## src/rtl/fp_mul_iter.sv

```systemverilog
// Iterative shift-add floating-point multiplier: one multiplier bit per cycle,
// then normalise and round, with valid/busy handshake and IEEE-style exception flags.
`timescale 1ns/1ps
module fp_mul_iter #(
    parameter int EXP_W = 8,
    parameter int MAN_W = 23
) (
    input  logic                 i_clk,
    input  logic                 i_rst_n,
    input  logic                 i_valid,
    input  logic [EXP_W+MAN_W:0] i_data_a,
    input  logic [EXP_W+MAN_W:0] i_data_b,
    input  logic                 i_rnd_mode,
    output logic                 o_busy,
    output logic                 o_valid,
    output logic [EXP_W+MAN_W:0] o_cal_result,
    output logic [3:0]           o_flags
);

    localparam int W    = 1 + EXP_W + MAN_W;
    localparam int M    = MAN_W + 1;
    localparam int PW   = 2 * M;
    localparam int XW   = EXP_W + 2;
    localparam int CW   = $clog2(M + 1);
    localparam int BIAS = (1 << (EXP_W - 1)) - 1;

    localparam logic signed [XW-1:0] EXP_OVF = XW'((1 << EXP_W) - 1);
    localparam logic signed [XW-1:0] EXP_ONE = XW'(1);

    typedef enum logic [1:0] {IDLE, MUL, RND, DONE} state_t;

    state_t state_q, state_d;
    logic   accept;

    logic [EXP_W-1:0] exp_a, exp_b;
    logic [MAN_W-1:0] frac_a, frac_b;
    logic             zero_a, zero_b, inf_a, inf_b, nan_a, nan_b;
    logic             sign_in, special_in;
    logic [W-1:0]     special_res_in;
    logic [3:0]       special_flags_in;

    logic                 sign_q, rnd_mode_q, special_q, rnd_phase_q;
    logic [W-1:0]         special_res_q;
    logic [3:0]           special_flags_q;
    logic signed [XW-1:0] exp_q;
    logic [PW-1:0]        acc_q, mcand_q;
    logic [M-1:0]         mplier_q;
    logic [CW-1:0]        cnt_q;
    logic [M-1:0]         norm_man_q;
    logic                 guard_q, sticky_q;

    logic [M-1:0]         norm_man;
    logic                 norm_guard, norm_sticky;
    logic signed [XW-1:0] norm_exp;

    logic                 round_up;
    logic [M:0]           man_sum;
    logic signed [XW-1:0] rnd_exp;
    logic [MAN_W-1:0]     rnd_frac;
    logic [W-1:0]         result_d;
    logic [3:0]           flags_d;

    assign exp_a  = i_data_a[W-2 -: EXP_W];
    assign exp_b  = i_data_b[W-2 -: EXP_W];
    assign frac_a = i_data_a[MAN_W-1:0];
    assign frac_b = i_data_b[MAN_W-1:0];
    assign zero_a = (exp_a == '0);
    assign zero_b = (exp_b == '0);
    assign inf_a  = (&exp_a) && (frac_a == '0);
    assign inf_b  = (&exp_b) && (frac_b == '0);
    assign nan_a  = (&exp_a) && (|frac_a);
    assign nan_b  = (&exp_b) && (|frac_b);
    assign sign_in = i_data_a[W-1] ^ i_data_b[W-1];

    // Special operand classes are resolved at accept and simply ride along the full latency.
    always_comb begin
        special_in       = 1'b0;
        special_res_in   = '0;
        special_flags_in = 4'b0000;
        if (nan_a || nan_b || (inf_a && zero_b) || (inf_b && zero_a)) begin
            special_in       = 1'b1;
            special_res_in   = {1'b0, {EXP_W{1'b1}}, 1'b1, {(MAN_W-1){1'b0}}};
            special_flags_in = 4'b1000;
        end else if (inf_a || inf_b) begin
            special_in     = 1'b1;
            special_res_in = {sign_in, {EXP_W{1'b1}}, {MAN_W{1'b0}}};
        end else if (zero_a || zero_b) begin
            special_in     = 1'b1;
            special_res_in = {sign_in, {(W-1){1'b0}}};
        end
    end

    always_ff @(posedge i_clk or negedge i_rst_n) begin
        if (!i_rst_n) begin
            state_q <= IDLE;
        end else begin
            state_q <= state_d;
        end
    end

    always_comb begin
        state_d = state_q;
        accept  = 1'b0;
        case (state_q)
            IDLE: begin
                if (i_valid) begin
                    accept  = 1'b1;
                    state_d = MUL;
                end
            end
            MUL: begin
                if (cnt_q == CW'(M - 1)) begin
                    state_d = RND;
                end
            end
            RND: begin
                if (rnd_phase_q) begin
                    state_d = DONE;
                end
            end
            DONE: begin
                state_d = IDLE;
                if (i_valid) begin
                    accept  = 1'b1;
                    state_d = MUL;
                end
            end
            default: state_d = IDLE;
        endcase
    end

    assign o_busy = (state_q == MUL) || (state_q == RND);

    // Product lies in [1,4); a set MSB means one extra binade.
    always_comb begin
        norm_man    = '0;
        norm_guard  = 1'b0;
        norm_sticky = 1'b0;
        norm_exp    = exp_q;
        if (acc_q[PW-1]) begin
            norm_man    = acc_q[PW-1 -: M];
            norm_guard  = acc_q[M-1];
            norm_sticky = |acc_q[M-2:0];
            norm_exp    = exp_q + XW'(1);
        end else begin
            norm_man    = acc_q[PW-2 -: M];
            norm_guard  = acc_q[M-2];
            norm_sticky = |acc_q[M-3:0];
        end
    end

    always_comb begin
        round_up = ~rnd_mode_q & guard_q & (sticky_q | norm_man_q[0]);
        man_sum  = {1'b0, norm_man_q} + {{M{1'b0}}, round_up};
        rnd_exp  = exp_q;
        rnd_frac = man_sum[MAN_W-1:0];
        if (man_sum[M]) begin
            rnd_exp  = exp_q + XW'(1);
            rnd_frac = man_sum[MAN_W:1];
        end
        result_d = {sign_q, rnd_exp[EXP_W-1:0], rnd_frac};
        flags_d  = {3'b000, guard_q | sticky_q};
        if (special_q) begin
            result_d = special_res_q;
            flags_d  = special_flags_q;
        end else if (rnd_exp >= EXP_OVF) begin
            flags_d = 4'b0101;
            if (rnd_mode_q) begin
                result_d = {sign_q, {(EXP_W-1){1'b1}}, 1'b0, {MAN_W{1'b1}}};
            end else begin
                result_d = {sign_q, {EXP_W{1'b1}}, {MAN_W{1'b0}}};
            end
        end else if (rnd_exp < EXP_ONE) begin
            result_d = {sign_q, {(W-1){1'b0}}};
            flags_d  = 4'b0011;
        end
    end

    // RND spends one cycle normalising and a second applying the rounding decision.
    always_ff @(posedge i_clk or negedge i_rst_n) begin
        if (!i_rst_n) begin
            sign_q          <= 1'b0;
            rnd_mode_q      <= 1'b0;
            special_q       <= 1'b0;
            special_res_q   <= '0;
            special_flags_q <= 4'b0000;
            exp_q           <= '0;
            acc_q           <= '0;
            mcand_q         <= '0;
            mplier_q        <= '0;
            cnt_q           <= '0;
            rnd_phase_q     <= 1'b0;
            norm_man_q      <= '0;
            guard_q         <= 1'b0;
            sticky_q        <= 1'b0;
            o_valid         <= 1'b0;
            o_cal_result    <= '0;
            o_flags         <= 4'b0000;
        end else begin
            o_valid <= 1'b0;
            if (accept) begin
                sign_q          <= sign_in;
                rnd_mode_q      <= i_rnd_mode;
                special_q       <= special_in;
                special_res_q   <= special_res_in;
                special_flags_q <= special_flags_in;
                exp_q           <= XW'(exp_a) + XW'(exp_b) - XW'(BIAS);
                acc_q           <= '0;
                mcand_q         <= PW'({1'b1, frac_a});
                mplier_q        <= {1'b1, frac_b};
                cnt_q           <= '0;
                rnd_phase_q     <= 1'b0;
            end else if (state_q == MUL) begin
                if (mplier_q[0]) begin
                    acc_q <= acc_q + mcand_q;
                end
                mcand_q  <= mcand_q << 1;
                mplier_q <= mplier_q >> 1;
                cnt_q    <= cnt_q + CW'(1);
            end else if (state_q == RND) begin
                if (!rnd_phase_q) begin
                    norm_man_q  <= norm_man;
                    guard_q     <= norm_guard;
                    sticky_q    <= norm_sticky;
                    exp_q       <= norm_exp;
                    rnd_phase_q <= 1'b1;
                end else begin
                    o_cal_result <= result_d;
                    o_flags      <= flags_d;
                    o_valid      <= 1'b1;
                    rnd_phase_q  <= 1'b0;
                end
            end
        end
    end

endmodule

```

## config.mk

```make
export PLATFORM = sky130hd
export DESIGN_NAME = fp_mul_iter
export DESIGN_NICKNAME = d
export VERILOG_FILES = /design/src/rtl/fp_mul_iter.sv
export SDC_FILE = /design/constraint.sdc
export NUM_CORES = 1
export LEC_CHECK = 0
export ABC_AREA = 1
export BUFFER_PORTS_ARGS = -buffer_cell sky130_fd_sc_hd__buf_4
export CAP_MARGIN = 5
export CORE_MARGIN = 2
export CORE_UTILIZATION = 40
export DETAILED_ROUTE_END_ITERATION = 16
export HOLD_SLACK_MARGIN = 0.08
export PLACE_DENSITY = 0.65
export REMOVE_ABC_BUFFERS = 1
export SYNTH_ARGS = -nofsm -noshare
export SYNTH_HDL_FRONTEND = slang
export SYNTH_SLANG_ARGS = --single-unit
```

## constraint.sdc

```tcl
create_clock -name i_clk -period 2.8 [get_ports i_clk]
set_clock_uncertainty 0.15 [all_clocks]
set_input_delay 0.28 -clock i_clk [delete_from_list [all_inputs] [get_ports i_clk]]
set_output_delay 0.28 -clock i_clk [all_outputs]
set_load 0.02 [all_outputs]
```

==> results of run 1 <==
## through the flow
step | area, sq um | std cells | util, %
detailed placement | 15220 | 2464 | 45.39
global placement | 15220 | 2464 | 45.39
floorplan | 13330 | 1851 | -
finish | 16880 | 2568 | 50.35
CTS | 16540 | 2558 | 49.32
global route | 16880 | 2568 | 50.35
## where the power goes
group / internal [mW] / leakage [nW] / switching [mW] / total (mW)
Clock: 1.80 / 0.366 / 1.24 / 3.04
Combinational: 2.65 / 4.89 / 4.60 / 7.25
Sequential: 4.02 / 2.72 / 0.752 / 4.77
## timing repair
item,in CTS,in global routing
gates resized for setup,6,63
endpoints found under the hold margin,118,0
pin swaps,4,29
endpoints found under the setup margin,33,46
hold buffers,51,0
cloned,0,4
setup buffers,3,6
## layout make-up
class                      instances  area (sq um)  share of cell area, %
multi-input combinational       1392          7435                  44.03
sequential                       207          5180                  30.68
timing repair buffer             229          1984                  11.75
inverter                         252         963.4                  5.706
clock buffer                      33         685.7                  4.061
tap                              448         560.5                  3.320
clock inverter                     7         76.32                 0.4520
## state kept, by name, summed over array words and instances, names as in the netlist, 3 cells and up
name           flops
exp_q             10
acc_q             48
mplier_q          24
o_flags            4
o_cal_result      32
norm_man_q        24
special_res_q      3
cnt_q              5
mcand_q           48
## per-layer routing
layer	wire length (um)	part of all wire (%)	vias up	global-route usage (%)
met3	1571	4.0	65	2.384
met2	18610	47	308	38.19
met1	18250	46	6271	29.70
li1	-	-	6706	-
met5	0	0	-	0
met4	977	2.5	0	5.288
## worst reg2reg max path, cell delays in order, from the launching register on
cell       delay, ns
dfrtp_1         0.40
a211oi_2        0.21
ha_2            0.23
ha_4            0.15
nand2_4         0.05
nor2_4          0.13
nand2_4         0.10
inv_8           0.11
clkbuf_16       0.15
nand3_4         0.06
nand2_2         0.08
nand2_1         0.05
nor2_1          0.09
nand2_1         0.07
nand2_2         0.12
nand2_4         0.12
clkbuf_16       0.20
o21ai_1         0.09
nand2_2         0.06
nand2_1         0.05
## worst paths after layout
path	startpoint	endpoint	slack [ns]	depth (start not counted)
min reg2reg	o_cal_result[8]$_DFFE_PN0P_	o_cal_result[8]$_DFFE_PN0P_	0.33	2
max reg2reg	rnd_mode_q$_DFFE_PN0P_	o_cal_result[17]$_DFFE_PN0P_	0.06	19
min in group asynchronous	i_rst_n	o_cal_result[6]$_DFFE_PN0P_	0.22	2
max in group asynchronous	i_rst_n	norm_man_q[17]$_DFFE_PN0P_	1.57	3
max	rnd_mode_q$_DFFE_PN0P_	o_cal_result[17]$_DFFE_PN0P_	0.06	19
min	i_data_a[30]	exp_q[9]$_DFFE_PN0P_	0.18	5
## cells by family (layout without fill, tap and decap cells)
family                     after synthesis  in the layout  synth area share [%]
buffers and inverters                  308            521                 9.129
DFF                                    207            207                 38.02
muxes                                    1              1               0.07347
adders and majority gates               73             73                 6.814
xor gates and xnor gates                21             21                 1.350
and+or+nand+nor                        890            890                 27.37
AOI/OAI and AO/OA                      407            407                 17.25
## layout by cell type (no fill, tap or decap), drive strengths merged, types with 2 or more instances in the layout
cell         instances
nand2              554
fa                   2
clkbuf              37
nand3b               3
a31oi                8
inv                250
nor3                23
a21o                 4
o211ai              48
a22oi                2
dlygate4sd3         51
clkinv               6
xnor2                3
a21oi               94
nand4               19
o31ai                6
o21a                 2
or2                  7
o221ai              12
dfrtp              207
xor2                18
o21ai              173
nor4                25
buf                174
clkinvlp             2
o21bai               8
a21boi               5
ha                  71
nand3               80
nor2               177
o22ai               42
==> out/metrics.csv, run 1 <==
stage,metric,value,unit
final_layout,num_antenna_cells,0,
worst_setup_path,critPathMaxFanout,6,
route,avgViaCountPerCell,5.199,
final_layout,fill_cells,3341,
worst_setup_path,slowest_stage,dfrtp_1,
worst_setup_path,crit_buf_inv,3,
die,die_y,188.6,um
worst_setup_path,cp.arrival,3.04,ns
global_routing,grt_pass1_vias,13040,
worst_hold_path,hp-class,in -> reg,
power_and_ir_drop,p_per_area,891.7,nW/um^2
clock_network,cts.clk_slew.worst_paths,0.06,ns
worst_setup_path,crit_family,simple AND/OR/NAND/NOR gates,
logic_synthesis,ys_types,49,
logic_synthesis,yosys-top-cells-count,"nand2_1, inv_1, dfrtp_1, nor2_1, o21ai_0",
route,ant_nets,0,
global_routing,grt_max_degree,73,
clock_network,cts_max_level,1,
final_layout,area_growth_syn_to_layout,23.93,%
power_and_ir_drop,total_power,15.06,mW
logic_synthesis,synth-edff-count,0,
worst_setup_path,start_kind,register,
worst_setup_path,crit_chain,a211oi_2 > ha_2 > ha_4 > nand2_4 > nor2_4 > nand2_4 > inv_8 > clkbuf_16 > nand3_4 > nand2_2 > nand2_1 > nor2_1 > nand2_1 > nand2_2 > nand2_4 > clkbuf_16 > o21ai_1 > nand2_2 > nand2_1,
global_routing,antenna_found_initial,0,
logic_synthesis,netlist_instances,1907,
sta,max_slew_margin,50.87,%
logic_synthesis,yosys.area.top_type_share,38.02,%
route,num_vias,13350,
global_routing,grt_usage,22.10,%
die,die_area,35550,sq um
logic_synthesis,synth-async-reset-ratio,100.0,%
route,dr.pass1.iters,7,
logic_synthesis,yosysMostFrequentCell,nand2_1,
sta,worst_pin_slew,0.7362,ns
worst_setup_path,critical-path-max-stage-delay,0.40,ns
power_and_ir_drop,peakVddDrop,0.6207,mV
logic_synthesis,ys_seq_area_share,38.02,%
placed_design,portBuffers,105,
sta,fmax,365.3,MHz
clock_network,clockRootBuffer,clkbuf_16,
sta,setup_viol,0,
die,fp.coreArea,33530,sq um
sta,drv_slew,0,
logic_synthesis,synth_flop_cell,dfrtp_1,
route,wl_per_cell,15.35,um
worst_setup_path,worstSetupEndpointType,register,
placed_design,hpwl,29.77,mm
sta,min_period,2.737,ns
logic_synthesis,synth_area_per_cell,7.144,sq um
placed_design,gp_congestion,0.9732,
clock_network,clock_sinks,207,
die,start_util,40.63,%
logic_synthesis,synth_area_leaders,"dfrtp_1, nand2_1, inv_1, ha_1, o21ai_0",
sta,hold_ws,0.1762,ns
global_routing,grt_overflow_total,0,
sta,rsz0062_at_grt,true,
clock_network,ctsLongestPathBuffers,3,
die,die_w,188.6,um
placed_design,place_ws,-0.1038,ns
clock_network,cts_buffers,25,
logic_synthesis,syn_area,13620,sq um
worst_setup_path,cp.required,3.10,ns
logic_synthesis,yosysWarningCount,0,
run,drv_cap,0,
die,rows,67,
sta,final_hold_viol_count,0,
route,route.detailed.drc,0,
sta,tns,0,ns
power_and_ir_drop,power_leakage,7.982,nW
run_status,status,finished clean,
sta,layout_setup_ws,0.06288,ns
final_layout,layout-drive-gt1-share,14.43,%
clock_network,insertion_delay,0.53,ns
sta,period_share,97.75,%
die,ios,106,
logic_synthesis,synth-seq-cells,207,
worst_setup_path,path_class,reg -> reg,
global_routing,grt_pass1_wl,65.49,mm
final_layout,layout.nets,2248,
logic_synthesis,synth_top_area_cell,dfrtp_1,
route,drtIter0Drc,792,
clock_network,cts_tree,done,
route,wl,39.41,mm
(Power assumes the default switching activity.)
==> inputs of run 2 (changes only) <==
- MAX_ROUTING_LAYER: unset -> met4
==> run 2 against run 1 <==
Power increased by 1.1%; worst hold slack better by 0.0070 ns; sequential power is essentially flat; via count is 1.2% lower; maximum frequency fell by 0.36%; core utilization rose by 0.078 points; sequential cell count stayed put; clock power up 8.6%; non-clock buffer count shrank 2; global-route usage up 0.34 points; largest power group unchanged.
==> out/metrics.csv, run 2 (synthesized netlist as in run 1, its figures left out) <==
stage,metric,value,unit
run_status,status,finished clean,
die,die_y,188.6,um
sta,setup_viol,0,
global_routing,antenna_found_initial,0,
clock_network,insertion_delay,0.53,ns
clock_network,cts_max_level,1,
die,start_util,40.63,%
final_layout,multi_input_area,7400,sq um
final_layout,stdcell_count,2570,
global_routing,grt_pass1_wl,64.00,mm
die,die_w,188.6,um
power_and_ir_drop,peakVddDrop,0.6426,mV
final_layout,layout-drive-gt1-share,14.42,%
route,wl,39.07,mm
placed_design,portBuffers,105,
power_and_ir_drop,power_leakage,8.030,nW
clock_network,clockRootBuffer,clkbuf_16,
final_layout,fill_cells,3373,
sta,hold_ws,0.1832,ns
global_routing,grt_pass1_vias,12860,
sta,period_share,98.11,%
final_layout,layout_common_cells,"nand2_1, inv_1, dfrtp_1",
route,avgViaCountPerCell,5.132,
final_layout,largestRegisters,"acc_q: 48 flops, mcand_q: 48 flops, o_cal_result: 32 flops",
route,route.detailed.drc,0,
worst_hold_path,hp-class,in -> reg,
worst_setup_path,cp.required,3.05,ns
route,ant_nets,0,
worst_setup_path,r2r_slack,0.05,ns
worst_setup_path,worstSetupEndpointType,register,
power_and_ir_drop,p_per_area,900.2,nW/um^2
final_layout,num_antenna_cells,0,
die,die_area,35550,sq um
final_layout,layout.nets,2247,
worst_setup_path,start_kind,register,
sta,min_period,2.747,ns
die,rows,67,
sta,rsz0062_at_grt,true,
placed_design,dp.cells,2463,
route,dr.pass1.iters,5,
die,ios,106,
worst_hold_path,min_from,i_data_a[26],
worst_setup_path,r2r-end,o_cal_result[29]$_DFFE_PN0P_,
clock_network,clock_sinks,207,
sta,fmax,364.0,MHz
die,fp.coreArea,33530,sq um
global_routing,grt_max_degree,81,
worst_setup_path,critPathMaxFanout,9,
placed_design,gp_congestion,0.9804,
final_layout,layout_commonest_cell,nand2_1,
route,drtIter0Drc,644,
route,wl_per_cell,15.20,um
sta,final_hold_viol_count,0,
clock_network,cts_tree,done,
global_routing,grt_usage,22.43,%
global_routing,grt_overflow_total,0,
sta,max_slew_margin,51.27,%
sta,worst_pin_slew,0.7309,ns
worst_setup_path,path_class,reg -> reg,
final_layout,area_growth_syn_to_layout,24.13,%
clock_network,cts.clk_slew.worst_paths,0.06,ns
worst_hold_path,hold_depth,6,
clock_network,cts_buffers,25,
final_layout,area.sequential,5180,sq um
sta,tns,0,ns
route,num_vias,13190,
sta,drv_slew,0,
worst_setup_path,r2r_start,norm_man_q[0]$_DFFE_PN0P_,
run,drv_cap,0,
placed_design,hpwl,29.42,mm
clock_network,ctsLongestPathBuffers,3,
worst_setup_path,cp.arrival,3.00,ns
worst_hold_path,hold_end,special_q$_DFFE_PN0P_,
power_and_ir_drop,total_power,15.22,mW
worst_setup_path,reg2reg_depth,20,
## run 2: cell types whose count changed in the layout (fill, tap and decap cells not counted), moves of 2 or more
cell        delta
bufinv_16      +2
buf_4          -2
o21ai_2        +5
nand3_4        -2
buf_12         +2
clkinvlp_4     -2
nand2_4        -2
clkbuf_8       +2
nand3_1        +2
nand2_1        +4
o21ai_1        -5
## run 2: how the worst max path moves through the flow
stage	startpoint	to	slack [ns]
2_1_floorplan	state_q[1]$_DFFE_PN0P_	acc_q[27]$_DFFE_PN0P_	-3.27
3_3_place_gp	norm_man_q[0]$_DFFE_PN0P_	o_cal_result[23]$_DFFE_PN0P_	0.06
3_5_place_dp	norm_man_q[0]$_DFFE_PN0P_	o_cal_result[29]$_DFFE_PN0P_	-0.07
4_1_cts	norm_man_q[0]$_DFFE_PN0P_	o_cal_result[15]$_DFFE_PN0P_	-0.007
5_1_grt	norm_man_q[0]$_DFFE_PN0P_	o_cal_result[29]$_DFFE_PN0P_	-0.12
6_report	norm_man_q[0]$_DFFE_PN0P_	o_cal_result[29]$_DFFE_PN0P_	0.05
## run 2: worst max-delay path, cell delays in order, from the launching register on
cell and delay [ns]:
dfrtp_1 0.36, inv_2 0.05, a211oi_2 0.20, ha_2 0.24
ha_4 0.14, nand2_4 0.05, nor2_4 0.14, nand2_4 0.10
inv_8 0.12, buf_12 0.11, nand2_4 0.08, nand2_1 0.09
nand2_1 0.05, nand2_1 0.06, nor2_1 0.04, nand2_1 0.08
nand2_2 0.08, nand2_4 0.12, nand2_2 0.12, o21ai_1 0.17
nand2_1 0.06
## run 2: final cells by class
cell class              instances  share of cell area [%]
flip-flops and latches        207                   30.63
multi-input cells            1393                   43.76
inverters                     252                   5.697
well taps                     448                   3.315
clock inverters                 7                  0.6955
clock buffers                  36                   4.239
repair buffers                227                   11.67
## run 2: per-layer routing
metal | GRT usage (%) | share of wire, % | up-vias
li1 | - | - | 6708
met1 | 29.59 | 47 | 6173
met2 | 37.10 | 47 | 245
met3 | 2.347 | 3.5 | 64
met4 | 5.559 | 2.7 | 0
met5 | - | 0 | -
## run 2: power breakdown
group	total (mW)	internal [mW]	switching [mW]	leakage, nW
logic	7.17	2.60	4.57	4.90
clock network	3.30	2.04	1.26	0.410
registers	4.75	4.02	0.734	2.72
total	15.2	8.66	6.56	8.03
## run 2: stage by stage
| step | area, sq um | setup slack (ns) | utilization, % |
|---|---|---|---|
| 2_1_floorplan | 13330 | -3.265 | - |
| 3_3_place_gp | 15230 | 0.06228 | 45.41 |
| 3_5_place_dp | 15230 | -0.07435 | 45.41 |
| 4_1_cts | 16580 | -0.007480 | 49.44 |
| 5_1_grt | 16910 | -0.1163 | 50.43 |
| 6_report | 16910 | 0.05287 | 50.43 |
## run 2: repair_timing
action | in CTS | in global routing
endpoints found under the setup margin | 32 | 51
hold endpoints to repair | 127 | 0
pin swaps | 0 | 22
buffers inserted | 0 | 10
cloned | 0 | 3
gates resized for setup | 4 | 57
hold buffers | 51 | 0
==> inputs of run 3 (changes only) <==
- CORE_ASPECT_RATIO: unset -> 1.5
==> run 3 against run 2 <==
Sequential share of layout area rose by 0.21 points; worst hold slack got worse by 0.036 ns; final area fell by 0.69%; via count rose by 0.38%; maximum frequency barely moved; count of clock-buffer cells in the layout fell by 10; cell count fell by 1.2%; sequential power barely moved; register-to-register slack barely moved; core utilization fell by 0.22 points; critical path depth fell by 2; die area barely moved.
==> out/metrics.csv, run 3 (synthesized netlist as in run 1, its figures left out) <==
stage,metric,value,unit
power_and_ir_drop,seqPwrFrac,31.4,%
placed_design,portBuffers,105,
final_layout,largestRegisters,"acc_q: 48 flops, mcand_q: 48 flops, o_cal_result: 32 flops",
worst_setup_path,cp.required,3.10,ns
worst_setup_path,cp.arrival,3.05,ns
sta,drv_slew,0,
final_layout,layout.nets,2248,
final_layout,fill_cells,3334,
sta,worst_pin_slew,0.8314,ns
worst_setup_path,worstSetupEndpointType,register,
sta,final_hold_viol_count,0,
clock_network,cts_max_level,1,
die,rows,82,
sta,period_share,98.04,%
clock_network,ctsLongestPathBuffers,3,
die,fp.coreArea,33450,sq um
global_routing,grt_max_degree,70,
route,ant_nets,0,
sta,rsz0062_at_grt,true,
route,dr.pass1.iters,7,
power_and_ir_drop,power_leakage,8.002,nW
final_layout,layout-drive-gt1-share,14.25,%
placed_design,hpwl,31.99,mm
clock_network,clockRootBuffer,clkbuf_16,
global_routing,grt_overflow_total,0,
power_and_ir_drop,internal-power,8.501,mW
power_and_ir_drop,switching_share,43.90,%
final_layout,layout_common_cells,"nand2_1, inv_1, dfrtp_1",
route,num_vias,13240,
final_layout,final_core_util,50.21,%
global_routing,grt_pass1_wl,67.33,mm
worst_setup_path,start_kind,register,
clock_network,insertion_delay,0.53,ns
placed_design,dpl-instance-area,15230,sq um
final_layout,num_antenna_cells,0,
clock_network,cts.clk_slew.worst_paths,0.06,ns
worst_hold_path,hp-class,in -> reg,
power_and_ir_drop,peakVddDrop,0.7030,mV
clock_network,cts_tree,done,
clock_network,clock_sinks,207,
final_layout,area_growth_syn_to_layout,23.27,%
die,start_util,40.73,%
route,route.detailed.drc,0,
sta,setup_viol,0,
global_routing,grt_usage,24.06,%
die,die_area,35580,sq um
sta,max_slew_margin,44.10,%
run_status,status,finished clean,
final_layout,layout_commonest_cell,nand2_1,
placed_design,gp_congestion,0.9930,
power_and_ir_drop,p_per_area,902.2,nW/um^2
power_and_ir_drop,p_sw,6.651,mW
route,avgViaCountPerCell,5.213,
sta,tns,0,ns
sta,fmax,364.3,MHz
worst_setup_path,critPathMaxFanout,7,
die,die_w,154.7,um
final_layout,final_area,16790,sq um
route,wl,41.93,mm
global_routing,antenna_found_initial,0,
sta,min_period,2.745,ns
worst_setup_path,path_class,reg -> reg,
run,drv_cap,0,
global_routing,grt_pass1_vias,13260,
power_and_ir_drop,clkPwrFrac,20.3,%
die,ios,106,
clock_network,cts_buffers,22,
route,wl_per_cell,16.51,um
power_and_ir_drop,combPwrFrac,48.3,%
route,drtIter0Drc,627,
die,die_y,230.0,um
[run 3: worst max-delay path, stage by stage (launching register included)]
cell and delay (ns):
dfrtp_1 0.38, a211oi_2 0.21, ha_2 0.24, ha_4 0.15, nand2_4 0.05, nor2_4 0.15, nand2_4 0.11, nor2_4 0.13
nand4_1 0.11, nand2_1 0.15, nand2_1 0.06, nor2_1 0.10, nand2_1 0.06, nand2_2 0.10, nand2_4 0.12, clkbuf_16 0.20
o21ai_1 0.08, nand2_2 0.06, nand2_1 0.05
[run 3: area by class of cell]
type / count / area, sq um / area share (%)
Multi-Input combinational cell: 1393 / 7393 / 44.02
Clock buffer: 26 / 586.8 / 3.494
Clock inverter: 11 / 155.1 / 0.9238
Tap cell: 420 / 525.5 / 3.129
Inverter: 252 / 963.4 / 5.736
Timing Repair Buffer: 231 / 1991 / 11.85
Sequential cell: 207 / 5180 / 30.84
[run 3: per-stage QoR]
step | hold slack, ns | total power, mW | std cells | setup slack, ns
6_report | 0.1474 | 15.15 | 2540 | 0.05475
5_1_grt | 0.1790 | 16.36 | 2540 | -0.09406
2_1_floorplan | -0.1656 | 9.079 | 1851 | -3.265
4_1_cts | 0.1349 | 15.02 | 2531 | 0.004920
3_3_place_gp | 0.1906 | 11.71 | 2443 | 0.0009672
3_5_place_dp | 0.1904 | 11.80 | 2443 | -0.03924
[run 3: timing repair]
item | in CTS | in global routing
hold endpoints to repair | 117 | 0
setup buffers | 0 | 4
gates cloned | 0 | 5
endpoints found under the setup margin | 14 | 53
pin swaps | 0 | 18
hold buffers | 51 | 0
resized for setup | 5 | 54
[run 3: power groups by stage]
| stage | clock (mW) | combinational (mW) | sequential, mW |
|---|---|---|---|
| 2_1_floorplan | 0 | 4.22 | 4.86 |
| 3_3_place_gp | 0 | 6.94 | 4.77 |
| 3_5_place_dp | 0 | 7.01 | 4.79 |
| 4_1_cts | 3.16 | 7.12 | 4.74 |
| 5_1_grt | 3.26 | 8.21 | 4.89 |
| 6_report | 3.08 | 7.32 | 4.76 |
[run 3: worst paths after layout]
check | startpoint | endpoint | slack (ns) | depth (start not counted)
worst max-delay path | rnd_mode_q$_DFFE_PN0P_ | o_cal_result[13]$_DFFE_PN0P_ | 0.05 | 18
worst min-delay path | i_data_a[26] | special_res_q[31]$_DFFE_PN0P_ | 0.15 | 6
worst max register to register | rnd_mode_q$_DFFE_PN0P_ | o_cal_result[13]$_DFFE_PN0P_ | 0.05 | 18
max in group asynchronous | i_rst_n | o_cal_result[25]$_DFFE_PN0P_ | 1.55 | 3
worst min register to register | o_cal_result[13]$_DFFE_PN0P_ | o_cal_result[13]$_DFFE_PN0P_ | 0.33 | 2
min in group asynchronous | i_rst_n | mcand_q[24]$_DFFE_PN0N_ | 0.18 | 2
[run 3: metal layers]
metal,track usage [%],share of wire [%]
met3,2.035,2.8
met5,-,0
met2,45.72,55
met1,25.92,39
met4,8.478,3.5
